**src/rtl/pluto_quad_pkg.sv**
```systemverilog
// Shared definitions for the quadrature index counter.
// Holds the default counter width, the snapshot word field offsets,
// the decode result type and the transition decode function.
package pluto_quad_pkg;

   // Default width of the position counter and the index-position register.
   localparam int QW_DEFAULT = 14;

   // Field offsets inside the snapshot word (for the default width).
   localparam int CNT_LSB  = 0;
   localparam int IDX_LSB  = QW_DEFAULT;
   localparam int FLAG_BIT = 2 * QW_DEFAULT;

   // Result of comparing the previous and current {A,B} samples.
   typedef enum logic [1:0] {
      HOLD    = 2'b00,
      INC     = 2'b01,
      DEC     = 2'b10,
      ILLEGAL = 2'b11
   } quad_dec_e;

   // Map {previous AB, current AB} onto a count step.
   // Forward order is 00 -> 01 -> 11 -> 10 -> 00; a change of both bits
   // in one sample cannot be attributed to a direction.
   function automatic quad_dec_e quad_decode(input logic [1:0] prev_ab,
                                             input logic [1:0] cur_ab);
      quad_dec_e res;
      case ({prev_ab, cur_ab})
         4'b0000, 4'b0101, 4'b1111, 4'b1010: res = HOLD;
         4'b0001, 4'b0111, 4'b1110, 4'b1000: res = INC;
         4'b0100, 4'b1101, 4'b1011, 4'b0010: res = DEC;
         default:                            res = ILLEGAL;
      endcase
      return res;
   endfunction

endpackage

```
**src/rtl/quad_sync_filter.sv**
```systemverilog
// Single-bit two-flop synchroniser with an optional digital glitch filter.
// Optional feature macro: QUAD_FILTER_EN. When defined, the output only
// follows the synchronised input after FILT_LEN consecutive identical
// captures by the second synchroniser flop; otherwise the second flop
// drives the output directly.
module quad_sync_filter
`ifdef QUAD_FILTER_EN
#(
   parameter int FILT_LEN = 3
)
`endif
(
   input  logic clk,
   input  logic reset,
   input  logic din,
   output logic dout
);

   logic s1;
   logic s2;

   // Two-flop synchroniser for the asynchronous input.
   always_ff @(posedge clk) begin
      if (reset) begin
         s1 <= 1'b0;
         s2 <= 1'b0;
      end else begin
         s1 <= din;
         s2 <= s1;
      end
   end

`ifdef QUAD_FILTER_EN
   localparam logic [3:0] FILT_THR = 4'(FILT_LEN);

   logic [3:0] run;
   logic [3:0] run_next;
   logic       filt;

   // Length of the run of identical values captured by s2, counting the
   // capture happening at this edge (s1 is what s2 is about to take).
   always_comb begin
      run_next = 4'd1;
      if (s1 == s2) begin
         if (run == 4'd15) begin
            run_next = run;
         end else begin
            run_next = run + 4'd1;
         end
      end else begin
         run_next = 4'd1;
      end
   end

   // Run counter and filtered level; the level moves once the run is long enough.
   always_ff @(posedge clk) begin
      if (reset) begin
         run  <= 4'd0;
         filt <= 1'b0;
      end else begin
         run <= run_next;
         if (run_next >= FILT_THR) begin
            filt <= s1;
         end
      end
   end

   assign dout = filt;
`else
   assign dout = s2;
`endif

endmodule

```
**src/rtl/quad_index_counter.sv**
```systemverilog
// Per-axis quadrature decoder with index latch and coherent snapshot word.
// Optional feature macro: QUAD_FILTER_EN (adds a FILT_LEN glitch filter
// on each of A, B and Z after synchronisation).
// Snapshot word: [QW-1:0] count, [2QW-1:QW] index_pos, [2QW] index_flag.
module quad_index_counter
   import pluto_quad_pkg::*;
#(
   parameter int QW = QW_DEFAULT
`ifdef QUAD_FILTER_EN
   ,parameter int FILT_LEN = 3
`endif
)
(
   input  logic          clk,
   input  logic          reset,
   input  logic          quadA,
   input  logic          quadB,
   input  logic          quadZ,
   input  logic          snap,
   output logic [2*QW:0] quad_out,
   output logic          qerr
);

   logic [2:0]    raw_in;
   logic [2:0]    sync_in;
   logic [1:0]    ab_cur;
   logic [1:0]    ab_hist;
   logic          z_hist;
   quad_dec_e     step;
   logic          z_rise;
   quad_dec_e     step_q;
   logic          zrise_q;
   logic [QW-1:0] count;
   logic [QW-1:0] count_next;
   logic [QW-1:0] index_pos;
   logic          index_flag;
   logic          err;
   logic          err_set;

   assign raw_in = {quadZ, quadB, quadA};

   for (genvar i = 0; i < 3; i++) begin : g_sync
`ifdef QUAD_FILTER_EN
      quad_sync_filter #(.FILT_LEN(FILT_LEN)) u_sync (
         .clk   (clk),
         .reset (reset),
         .din   (raw_in[i]),
         .dout  (sync_in[i])
      );
`else
      quad_sync_filter u_sync (
         .clk   (clk),
         .reset (reset),
         .din   (raw_in[i]),
         .dout  (sync_in[i])
      );
`endif
   end

   assign ab_cur = {sync_in[0], sync_in[1]};

   // History flops (s3) holding the previous synchronised A/B/Z levels.
   always_ff @(posedge clk) begin
      if (reset) begin
         ab_hist <= 2'b00;
         z_hist  <= 1'b0;
      end else begin
         ab_hist <= ab_cur;
         z_hist  <= sync_in[2];
      end
   end

   // Transition decode and index edge detection from current vs history.
   always_comb begin
      step   = quad_decode(ab_hist, ab_cur);
      z_rise = sync_in[2] & ~z_hist;
   end

   // Register the decode result and index edge together so the index latch
   // always sees the count produced by the same cycle's step.
   always_ff @(posedge clk) begin
      if (reset) begin
         step_q  <= HOLD;
         zrise_q <= 1'b0;
      end else begin
         step_q  <= step;
         zrise_q <= z_rise;
      end
   end

   // Next count value (wraps in both directions) and illegal-step detect.
   always_comb begin
      count_next = count;
      err_set    = 1'b0;
      case (step_q)
         INC:     count_next = count + QW'(1);
         DEC:     count_next = count - QW'(1);
         ILLEGAL: err_set    = 1'b1;
         default: count_next = count;
      endcase
   end

   // Live position counter and index position latch.
   always_ff @(posedge clk) begin
      if (reset) begin
         count     <= {QW{1'b0}};
         index_pos <= {QW{1'b0}};
      end else begin
         count <= count_next;
         if (zrise_q) begin
            index_pos <= count_next;
         end
      end
   end

   // Sticky event flags: cleared by a snapshot, but a new event in the
   // snapshot cycle wins over the clear.
   always_ff @(posedge clk) begin
      if (reset) begin
         index_flag <= 1'b0;
         err        <= 1'b0;
      end else begin
         index_flag <= zrise_q | (index_flag & ~snap);
         err        <= err_set | (err & ~snap);
      end
   end

   // Snapshot register: captures the pre-update live values on snap only.
   always_ff @(posedge clk) begin
      if (reset) begin
         quad_out <= {(2*QW+1){1'b0}};
         qerr     <= 1'b0;
      end else if (snap) begin
         quad_out <= {index_flag, index_pos, count};
         qerr     <= err;
      end
   end

endmodule

```
**config.mk**
```make
export PLATFORM = sky130hd
export DESIGN_NAME = quad_index_counter
export DESIGN_NICKNAME = d
export VERILOG_FILES = /design/src/rtl/pluto_quad_pkg.sv /design/src/rtl/quad_sync_filter.sv /design/src/rtl/quad_index_counter.sv
export SDC_FILE = /design/constraint.sdc
export NUM_CORES = 1
export LEC_CHECK = 0
export ABC_CLOCK_PERIOD_IN_PS = 3300
export BUFFER_PORTS_ARGS = -buffer_cell sky130_fd_sc_hd__buf_4
export CAP_MARGIN = 20
export CORE_ASPECT_RATIO = 1.1
export CORE_MARGIN = 2
export CORE_UTILIZATION = 52
export CTS_BUF_LIST = sky130_fd_sc_hd__clkbuf_2 sky130_fd_sc_hd__clkbuf_4 sky130_fd_sc_hd__clkbuf_8
export CTS_CLUSTER_SIZE = 20
export DETAILED_ROUTE_END_ITERATION = 8
export PLACE_DENSITY = 0.76
export SLEW_MARGIN = 15
export SYNTH_ARGS = -nofsm -noshare
export SYNTH_HDL_FRONTEND = slang
export SYNTH_SLANG_ARGS = --single-unit
```
**constraint.sdc**
```tcl
create_clock -name clk -period 3.3 [get_ports clk]
set_clock_uncertainty 0.2 [all_clocks]
set_input_delay 0.165 -clock clk [delete_from_list [all_inputs] [get_ports clk]]
set_output_delay 0.165 -clock clk [all_outputs]
set_load 0.01 [all_outputs]
```
==> reports/metrics.csv, run 1 <==
stage;metric;value;unit
outcome;outcome;finished, final reports clean;
floorplan;dieHeight;89.4;um
global_route;grt_antenna_before_repair;0;
floorplan;io_pins;36;
synth;syn_inst;392;
synth;synth.avg_cell_area;8.80;sq um
global_route;grt_overflow_total;0;
place;place_inst;481;
synth;ys.flop_type;dfxtp_1;
worst_hold_path;worstHoldStart;reset;
place;gp_congestion;0.899;
worst_setup_path;startpoint_type;flip-flop;
synth;synthArstFlopShare;0;%
floorplan;fp.dieW;81.7;um
synth;synth-seq-cells;72;
routing;drt-total-wl;7.72;mm
worst_setup_path;r2r_setup_slack;0.34;ns
power;leakagePower;1.62;nW
sta;slew_headroom;53.8;%
cts;clkLatencyLatePin;0.37;ns
global_route;grt_pass1_vias;2592;
synth;synth_edf_count;0;
worst_setup_path;cp-end-kind;flip-flop;
cts;cts_buffer_depth;2;
power;p_per_area;462;mW/mm^2
cts;numCtsBuffers;9;
global_route;grt_pass1_wl;12.2;mm
worst_hold_path;holdPathEnd;quad_out[24]$_SDFFE_PP0P_;
floorplan;die_area;0.00730;sq mm
worst_setup_path;reg2reg_from;step_q[0]$_SDFF_PP0_;
finish;area_growth;15.2;%
worst_setup_path;path_class;flip-flop to flip-flop;
worst_setup_path;worstPathRequired;3.37;ns
flow_run;drv_cap;0;
worst_hold_path;min_path_cells;2;
routing;final_antenna_net_count;0;
worst_hold_path;min_path_type;primary input to flip-flop;
worst_setup_path;crit_slowest_cell;or4b_1;
routing;drtIter0Drc;221;
finish;final_cells;500;
routing;num_vias;2881;
sta;timing.fmax;0.338;GHz
routing;via_per_inst;5.76;
cts;cts_htree_levels;3;
synth;synth_nets;402;
worst_setup_path;rr_worst_depth;9;
cts;cts_tree;done;
finish;nets;423;
sta;setup_tns;0;ns
worst_setup_path;arrival;3.03;ns
synth;synth_area;0.00345;sq mm
worst_setup_path;max_stage_delay;0.50;ns
sta;timing.final.crit_period;2.96;ns
floorplan;row_count;31;
cts;clkTransAtPathRegs;0.09;ns
place;place_hpwl;5.13;mm
worst_setup_path;crit_fanout;13;
finish;antennaDiodeCount;0;
worst_setup_path;rr_endpoint;index_pos[11]$_SDFFE_PP0P_;
sta;setup_viol;0;
sta;grt_setup_unrepaired;false;
finish;drive_gt1_share;15.1;%
cts;cts-root-buf;clkbuf_8;
floorplan;core_area;0.00652;sq mm
sta;maxSlewViolCount;0;
sta;hold_violations;0;
synth;synth_cell_types;58;
routing;drc_errors;0;
worst_setup_path;crit_chain;inv_1, ha_1, buf_4, or4b_1, a21boi_0, nor2_1, a311o_1, or3_1, a311oi_1;
routing;first_pass_iters;4;
global_route;track_usage;22.1;%
synth;yosysWarnings;0;
cts;cts.sinks;72;
sta;tightest_slew;0.693;ns
synth;yosysSeqAreaShare;41.8;%
global_route;grt_max_degree;76;
place;port_buffers;35;
sta;fin_crit_sh;89.7;%
floorplan;start_util;53.0;%
routing;routedWlPerCell;15.4;um
power;peakVddDrop;0.429;mV
-- state kept, by name, indices dropped and copies added, names as in the netlist --
signal              flops
ab_hist                 2
count                  14
err                     1
g_sync.u_sync.dout      3
g_sync.u_sync.s1        3
index_flag              1
index_pos              14
qerr                    1
quad_out               29
step_q                  2
z_hist                  1
zrise_q                 1
-- cells by family (layout without fill, tap and decap cells) --
kind of cell	Yosys count	count (layout)	synth area share (%)
AO/OA/AOI/OAI	84	84	17.4
XOR/XNOR	14	14	3.55
adder cells (fa/ha/maj)	4	4	1.45
buffers and inverters	43	69	5.00
flip-flops	72	72	41.8
multiplexers	34	34	9.86
AND/OR/NAND/NOR	141	141	20.9
-- cells in the mapped netlist, types with 9 or more instances --
cell type | number | area (sq um)
nand2_1 | 12 | 45.0
o21ai_0 | 17 | 85.1
a211oi_1 | 9 | 67.6
nor2_1 | 68 | 255
nor2b_1 | 14 | 87.6
a21oi_1 | 16 | 80.1
dfxtp_1 | 72 | 1440
inv_1 | 9 | 33.8
mux2i_1 | 34 | 340
clkbuf_1 | 22 | 82.6
-- report_power, final --
part	total [mW]	switching (mW)	leakage [nW]	internal (mW)
Sequential	0.919	0.0289	0.583	0.891
Combinational	0.174	0.0985	0.934	0.0751
Clock	0.741	0.377	0.100	0.364
Total	1.83	0.505	1.62	1.33
-- stage by stage --
stage	hold slack (ns)	area [sq um]	worst slack, ns	util, %	total power, mW
floorplan	0.0932	3450	0.00165	-	1.06
global placement	0.172	3730	0.376	57.3	1.10
detailed placement	0.182	3730	0.367	57.3	1.11
CTS	0.120	3970	0.335	61.0	1.85
global route	0.156	3970	0.104	61.0	1.91
finish	0.108	3970	0.338	61.0	1.83
-- what timing repair did --
| item | in CTS | in global routing |
|---|---|---|
| resized for setup | 0 | 0 |
| setup buffers | 0 | 0 |
| endpoints found under the hold margin | 3 | 0 |
| hold buffers | 3 | 0 |
-- how the worst max path moves through the flow --
stage               slack [ns]                    endpoint            startpoint
CTS                       0.33  index_pos[11]$_SDFFE_PP0P_  step_q[0]$_SDFF_PP0_
floorplan                0.002  index_pos[12]$_SDFFE_PP0P_  step_q[0]$_SDFF_PP0_
global placement          0.38  index_pos[11]$_SDFFE_PP0P_  step_q[0]$_SDFF_PP0_
detailed placement        0.37  index_pos[11]$_SDFFE_PP0P_  step_q[0]$_SDFF_PP0_
global route              0.10   index_pos[7]$_SDFFE_PP0P_  step_q[0]$_SDFF_PP0_
finish                    0.34  index_pos[11]$_SDFFE_PP0P_  step_q[0]$_SDFF_PP0_
-- cell usage in the layout, fill, tap and decap left out, types with 5 or more instances in the layout --
cell type / n
dfxtp_1: 72
nor2_1: 68
buf_4: 40
mux2i_1: 34
o21ai_0: 17
a21oi_1: 16
nor2b_1: 14
nand2_1: 12
inv_1: 9
a211oi_1: 9
clkbuf_8: 9
xor2_1: 7
xnor2_1: 7
nor4_1: 7
or3_1: 5
a311oi_1: 5
-- worst max-delay path, delay by kind of cell (launching register included) --
family / cells / cell delay (ns)
simple gates: 3 / 0.96
flops: 1 / 0.32
compound gates: 3 / 0.86
buf+inv: 2 / 0.28
fa+ha+maj: 1 / 0.25
-- layout make-up --
class	instances	area, sq um
clock buffer	9	124
clock inverter	7	85.1
fill	576	2540
inverter	9	33.8
multi-input combinational	277	1840
sequential	72	1440
tap	82	103
timing repair buffer	44	350
-- per-layer routing --
layer	routed length, um	up-vias	part of all wire (%)	GRT usage [%]
met5	0	-	0	0
met4	157	0	2.0	12.1
met3	343	18	4.4	5.15
met2	3810	73	49	35.5
met1	3400	1345	44	27.5
li1	-	1445	-	-
Note: power is estimated with default switching activity, not from simulation.
==> inputs of run 2 (changes only) <==
--- a/config.mk
+++ b/config.mk
@@ -8,13 +8,15 @@
 export ABC_CLOCK_PERIOD_IN_PS = 3300
 export BUFFER_PORTS_ARGS = -buffer_cell sky130_fd_sc_hd__buf_4
 export CAP_MARGIN = 20
+export CELL_PAD_IN_SITES_DETAIL_PLACEMENT = 1
+export CELL_PAD_IN_SITES_GLOBAL_PLACEMENT = 1
 export CORE_ASPECT_RATIO = 1.1
 export CORE_MARGIN = 2
-export CORE_UTILIZATION = 52
+export CORE_UTILIZATION = 42
 export CTS_BUF_LIST = sky130_fd_sc_hd__clkbuf_2 sky130_fd_sc_hd__clkbuf_4 sky130_fd_sc_hd__clkbuf_8
 export CTS_CLUSTER_SIZE = 20
 export DETAILED_ROUTE_END_ITERATION = 8
-export PLACE_DENSITY = 0.76
+export PLACE_DENSITY = 0.79
 export SLEW_MARGIN = 15
 export SYNTH_ARGS = -nofsm -noshare
 export SYNTH_HDL_FRONTEND = slang
==> reports/metrics.csv, run 2 (same netlist as run 1, synthesis figures left out) <==
stage;metric;value;unit
floorplan;io_pins;36;
worst_hold_path;holdPathEnd;quad_out[21]$_SDFFE_PP0P_;
finish;final_area;0.00401;sq mm
routing;routedWlPerCell;17.2;um
place;port_buffers;35;
routing;first_pass_iters;4;
global_route;grt_max_degree;76;
global_route;grt_pass1_wl;15.0;mm
sta;setup_tns;0;ns
sta;fin_crit_sh;91.4;%
worst_setup_path;reg2reg_from;step_q[0]$_SDFF_PP0_;
cts;cts_buffer_depth;2;
sta;slew_headroom;51.8;%
flow_run;drv_cap;0;
power;leakagePower;1.63;nW
floorplan;core_area;0.00796;sq mm
routing;drtIter0Drc;150;
cts;cts_htree_levels;3;
power;p_per_area;471;mW/mm^2
finish;layout_common_cells;72 x dfxtp_1, 68 x nor2_1, 42 x buf_4;
cts;cts.sinks;72;
sta;timing.fmax;0.332;GHz
worst_setup_path;r2r_setup_slack;0.29;ns
worst_setup_path;cp-end-kind;flip-flop;
routing;drt-total-wl;9.06;mm
power;peakVddDrop;0.308;mV
sta;tightest_slew;0.722;ns
finish;area_growth;16.3;%
floorplan;die_area;0.00896;sq mm
sta;maxSlewViolCount;0;
routing;drc_errors;0;
global_route;grt_overflow_total;0;
floorplan;dieHeight;99.1;um
cts;clkLatencyLatePin;0.35;ns
finish;final_common_cell;dfxtp_1;
routing;num_vias;2964;
global_route;grt_pass1_vias;2996;
place;pre_cts_ws;0.324;ns
cts;cts-root-buf;clkbuf_8;
sta;grt_setup_unrepaired;false;
worst_hold_path;min_path_type;primary input to flip-flop;
finish;largest_reg_flops;29;
worst_setup_path;path_class;flip-flop to flip-flop;
cts;cts_tree;done;
worst_setup_path;arrival;3.07;ns
cts;clkTransAtPathRegs;0.08;ns
sta;whs;0.134;ns
sta;timing.final.crit_period;3.01;ns
worst_setup_path;startpoint_type;flip-flop;
finish;fillers;968;
sta;setup_viol;0;
finish;top_register;quad_out;
routing;via_per_inst;5.62;
worst_hold_path;worstHoldStart;reset;
worst_hold_path;min_path_cells;2;
worst_setup_path;rr_endpoint;index_pos[11]$_SDFFE_PP0P_;
floorplan;fp.dieW;90.4;um
global_route;track_usage;21.1;%
finish;top_regs;quad_out: 29 flops, count: 14 flops, index_pos: 14 flops;
worst_setup_path;rr_worst_depth;9;
outcome;outcome;finished, final reports clean;
finish;nets;424;
finish;antennaDiodeCount;0;
cts;cts_resized;0;
sta;worst_slack;0.285;ns
floorplan;row_count;34;
sta;hold_violations;0;
place;place_area;0.00376;sq mm
finish;drive_gt1_share;15.3;%
worst_setup_path;worstPathRequired;3.35;ns
place;place_hpwl;6.09;mm
global_route;grt_antenna_before_repair;0;
routing;final_antenna_net_count;0;
worst_setup_path;crit_fanout;25;
floorplan;start_util;43.4;%
place;gp_congestion;0.808;
cts;numCtsBuffers;9;
-- run 2: cell count changes in the layout (fill, tap and decap cells not counted) --
cell / previous run / this run
buf_12: 1 / 0
buf_4: 40 / 42
bufinv_16: 1 / 2
clkbuf_4: 0 / 1
clkinv_2: 0 / 1
clkinvlp_4: 2 / 1
inv_8: 2 / 0
-- run 2: power breakdown --
group / switching, mW / total (mW) / internal [mW] / leakage (nW)
Clock: 0.352 / 0.790 / 0.438 / 0.111
Combinational: 0.104 / 0.179 / 0.0744 / 0.936
Sequential: 0.0297 / 0.920 / 0.891 / 0.583
-- run 2: critical path, stage by stage (launching register included) --
cell and delay (ns):
dfxtp_1 0.32, inv_1 0.09, ha_1 0.21, buf_4 0.27, or4b_1 0.51, a21bo_2 0.27
a2111oi_0 0.44, a311o_1 0.22, o21ai_0 0.11, a311oi_1 0.27
-- run 2: area by class of cell --
class | count | area [sq um] | share of cell area [%]
Timing Repair Buffer | 45 | 345 | 8.60
Clock buffer | 10 | 131 | 3.27
Clock inverter | 6 | 90.1 | 2.24
Inverter | 9 | 33.8 | 0.842
Sequential cell | 72 | 1440 | 35.9
Tap cell | 108 | 135 | 3.37
Multi-Input combinational cell | 277 | 1840 | 45.8
-- run 2: what timing repair did --
item,in CTS,in global routing
hold buffers,3,0
endpoints found under the hold margin,3,0
setup buffers,0,0
-- run 2: worst max-delay path by stage --
| stage | from | to | slack (ns) | depth (start not counted) |
|---|---|---|---|---|
| 3_3_place_gp | step_q[0]$_SDFF_PP0_ | index_pos[9]$_SDFFE_PP0P_ | 0.45 | 9 |
| 4_1_cts | step_q[0]$_SDFF_PP0_ | index_pos[9]$_SDFFE_PP0P_ | 0.29 | 9 |
| 5_1_grt | step_q[0]$_SDFF_PP0_ | index_pos[10]$_SDFFE_PP0P_ | 0.1 | 10 |
| 3_5_place_dp | step_q[0]$_SDFF_PP0_ | index_pos[9]$_SDFFE_PP0P_ | 0.32 | 9 |
| 6_report | step_q[0]$_SDFF_PP0_ | index_pos[11]$_SDFFE_PP0P_ | 0.29 | 9 |
| 2_1_floorplan | step_q[0]$_SDFF_PP0_ | index_pos[12]$_SDFFE_PP0P_ | 0.002 | 14 |
-- run 2: per-stage QoR --
step | instances | utilization (%) | power, mW
CTS | 527 | 50.5 | 1.91
floorplan | 392 | - | 1.06
global placement | 508 | 47.3 | 1.11
detailed placement | 508 | 47.3 | 1.11
finish | 527 | 50.5 | 1.89
global route | 527 | 50.5 | 1.97
-- run 2: layer usage --
metal / wire [um] / GRT usage (%) / vias up / part of all wire [%]
met1: 3980 / 25.8 / 1447 / 44
li1: - / - / 1453 / -
met4: 151 / 7.69 / 0 / 1.7
met2: 4560 / 37.0 / 51 / 50
met5: 0 / 0 / - / 0
met3: 369 / 3.98 / 13 / 4.1
==> inputs of run 3 (changes only) <==
--- a/config.mk
+++ b/config.mk
@@ -5,6 +5,7 @@
 export SDC_FILE = /design/constraint.sdc
 export NUM_CORES = 1
 export LEC_CHECK = 0
+export ABC_AREA = 1
 export ABC_CLOCK_PERIOD_IN_PS = 3300
 export BUFFER_PORTS_ARGS = -buffer_cell sky130_fd_sc_hd__buf_4
 export CAP_MARGIN = 20
@@ -12,11 +13,11 @@
 export CELL_PAD_IN_SITES_GLOBAL_PLACEMENT = 1
 export CORE_ASPECT_RATIO = 1.1
 export CORE_MARGIN = 2
-export CORE_UTILIZATION = 42
+export CORE_UTILIZATION = 39
 export CTS_BUF_LIST = sky130_fd_sc_hd__clkbuf_2 sky130_fd_sc_hd__clkbuf_4 sky130_fd_sc_hd__clkbuf_8
 export CTS_CLUSTER_SIZE = 20
 export DETAILED_ROUTE_END_ITERATION = 8
-export PLACE_DENSITY = 0.79
+export PLACE_DENSITY = 0.78
 export SLEW_MARGIN = 15
 export SYNTH_ARGS = -nofsm -noshare
 export SYNTH_HDL_FRONTEND = slang
==> reports/metrics.csv, run 3 <==
stage;metric;value;unit
sta;timing.final.crit_period;2.65;ns
cts;cts_tree;done;
worst_setup_path;startpoint_type;flip-flop;
floorplan;fp.dieW;92.5;um
routing;via_per_inst;4.95;
sta;fin_crit_sh;80.3;%
power;p_per_area;505;mW/mm^2
cts;clkLatencyLatePin;0.36;ns
global_route;grt_overflow_total;0;
place;gp_congestion;0.861;
synth;yosysWarnings;0;
place;pre_cts_ws;0.701;ns
cts;numCtsBuffers;9;
sta;timing.fmax;0.377;GHz
floorplan;dieHeight;101;um
finish;final_common_cell;nand2_1;
sta;setup_viol;0;
synth;yosys-top-cells-area;dfxtp_1 43%, nand2_1 12%, inv_1 7.9%, a21oi_1 7.7%, nor2_1 6.1%;
routing;first_pass_iters;4;
flow_run;drv_cap;0;
finish;drive_gt1_share;12.4;%
floorplan;row_count;35;
outcome;outcome;finished, final reports clean;
synth;synth_edf_count;0;
synth;synth_area;0.00336;sq mm
place;place_hpwl;6.46;mm
worst_setup_path;reg2reg_from;step_q[0]$_SDFF_PP0_;
finish;area_growth;17.5;%
routing;drc_errors;0;
floorplan;io_pins;36;
synth;synth.avg_cell_area;6.87;sq um
synth;synthTopCellsByCount;106 x nand2_1, 72 x dfxtp_1, 71 x inv_1, 55 x nor2_1, 52 x a21oi_1;
power;leakagePower;1.85;nW
cts;clkTransAtPathRegs;0.09;ns
sta;grt_setup_unrepaired;false;
worst_setup_path;crit_start;step_q[0]$_SDFF_PP0_;
worst_setup_path;arrival;2.71;ns
global_route;grt_antenna_before_repair;0;
synth;synth_most_common_cell;nand2_1;
routing;final_antenna_net_count;0;
floorplan;start_util;40.2;%
sta;slew_headroom;66.7;%
synth;synth_cell_types;27;
worst_setup_path;crit_fanout;19;
worst_setup_path;cp-end-kind;flip-flop;
global_route;grt_pass1_vias;3225;
worst_setup_path;worstPathRequired;3.36;ns
synth;synthArstFlopShare;0;%
sta;maxSlewViolCount;0;
synth;synth_nets;499;
place;port_buffers;35;
synth;yosysSeqAreaShare;42.9;%
cts;cts-root-buf;clkbuf_8;
synth;syn_inst;489;
cts;cts.sinks;72;
power;peakVddDrop;0.328;mV
routing;drtIter0Drc;113;
synth;synth-seq-cells;72;
finish;layout_common_cells;106 x nand2_1, 72 x dfxtp_1, 71 x inv_1;
finish;nets;528;
synth;synth_area_leader_cell;dfxtp_1;
worst_setup_path;crit_chain;inv_1, ha_1, buf_4, nand2_1, nand2_1, inv_1, ha_1, a21oi_1, inv_1, nand3_1, nand2_1, nand2_1, nand2_1, xor2_1, nand2_1, nand3_1, nand2_1, inv_1;
global_route;track_usage;20.8;%
finish;top_regs;quad_out: 29 flops, count: 14 flops, index_pos: 14 flops;
worst_setup_path;worst_path_most_repeated_cell;nand2_1;
global_route;grt_pass1_wl;15.4;mm
floorplan;core_area;0.00836;sq mm
synth;synth_top_area_share;42.9;%
finish;largest_reg_flops;29;
worst_setup_path;path_class;flip-flop to flip-flop;
worst_hold_path;min_path_type;primary input to flip-flop;
sta;setup_tns;0;ns
routing;num_vias;3138;
finish;antennaDiodeCount;0;
sta;worst_slack;0.650;ns
floorplan;die_area;0.00938;sq mm
sta;hold_violations;0;
synth;ys.flop_type;dfxtp_1;
routing;routedWlPerCell;14.4;um
finish;top_register;quad_out;
cts;cts_resized;0;
worst_setup_path;max_stage_delay;0.32;ns
cts;cts_htree_levels;3;
routing;drt-total-wl;9.11;mm
cts;cts_buffer_depth;2;
finish;fillers;1092;
global_route;grt_max_degree;53;
worst_setup_path;crit_slowest_cell;dfxtp_1;
sta;tightest_slew;0.500;ns
worst_hold_path;worstHoldStart;reset;
==> run 3: area by class of cell <==
| type | instances | area [sq um] | share of cell area [%] |
|---|---|---|---|
| inverter | 73 | 274 | 6.94 |
| sequential | 72 | 1440 | 36.5 |
| tap | 111 | 139 | 3.52 |
| timing repair buffer | 41 | 335 | 8.49 |
| clock inverter | 6 | 97.6 | 2.47 |
| clock buffer | 10 | 138 | 3.49 |
| multi-input combinational | 321 | 1520 | 38.6 |
==> run 3: metrics by stage <==
step | hold slack (ns) | utilization, % | power [mW] | instances | instance area [sq um]
after floorplan | 0.0720 | - | 1.10 | 489 | 3360
final | 0.00915 | 47.2 | 1.99 | 634 | 3950
after detailed placement | 0.176 | 43.7 | 1.17 | 614 | 3660
after global routing | 0.0187 | 47.2 | 2.08 | 634 | 3950
after global placement | 0.167 | 43.7 | 1.17 | 614 | 3660
after CTS | 0.00280 | 46.9 | 2.01 | 633 | 3920
==> run 3: cells by family (layout without fill, tap and decap cells) <==
kind of cell | after synthesis | after routing | synth area share (%)
and+or+nand+nor | 205 | 205 | 25.2
AOI/OAI and AO/OA | 104 | 104 | 16.3
buffers and inverters | 96 | 130 | 11.8
DFF | 72 | 72 | 42.9
xor gates and xnor gates | 8 | 8 | 2.31
adders and majority gates | 4 | 4 | 1.49
==> run 3: worst max-delay path: cells and delay by family, from the launching register on <==
kind                       cells  cell delay (ns)
buffers and inverters          5             0.55
AOI/OAI and AO/OA              1             0.16
adders and majority gates      2             0.34
and+or+nand+nor                9             0.84
DFF                            1             0.32
xor gates and xnor gates       1             0.14
==> run 3: what timing repair did <==
item,CTS,global route
hold buffers,3,0
setup buffers,0,0
hold endpoints to repair,3,0
==> run 3: worst paths after layout <==
check | depth (start not counted) | slack (ns) | end
worst min register to register | 1 | 0.21 | zrise_q$_SDFF_PP0_
worst max register to register | 18 | 0.65 | index_pos[8]$_SDFFE_PP0P_
worst max-delay path | 18 | 0.65 | index_pos[8]$_SDFFE_PP0P_
worst min-delay path | 2 | 0.009 | g_sync[0].u_sync.s1$_SDFF_PP0_
==> run 3: layer usage <==
| layer | global-route usage, % | up-vias | wire, um |
|---|---|---|---|
| met4 | 9.07 | 0 | 181 |
| met5 | 0 | - | 0 |
| li1 | - | 1598 | - |
| met2 | 36.1 | 59 | 4370 |
| met1 | 26.0 | 1468 | 4230 |
| met3 | 2.83 | 13 | 332 |
==> run 3: power by group <==
group          switching (mW)  leakage, nW  internal [mW]
clock network           0.373        0.119          0.458
logic                   0.143         1.14         0.0829
registers              0.0261        0.589          0.909
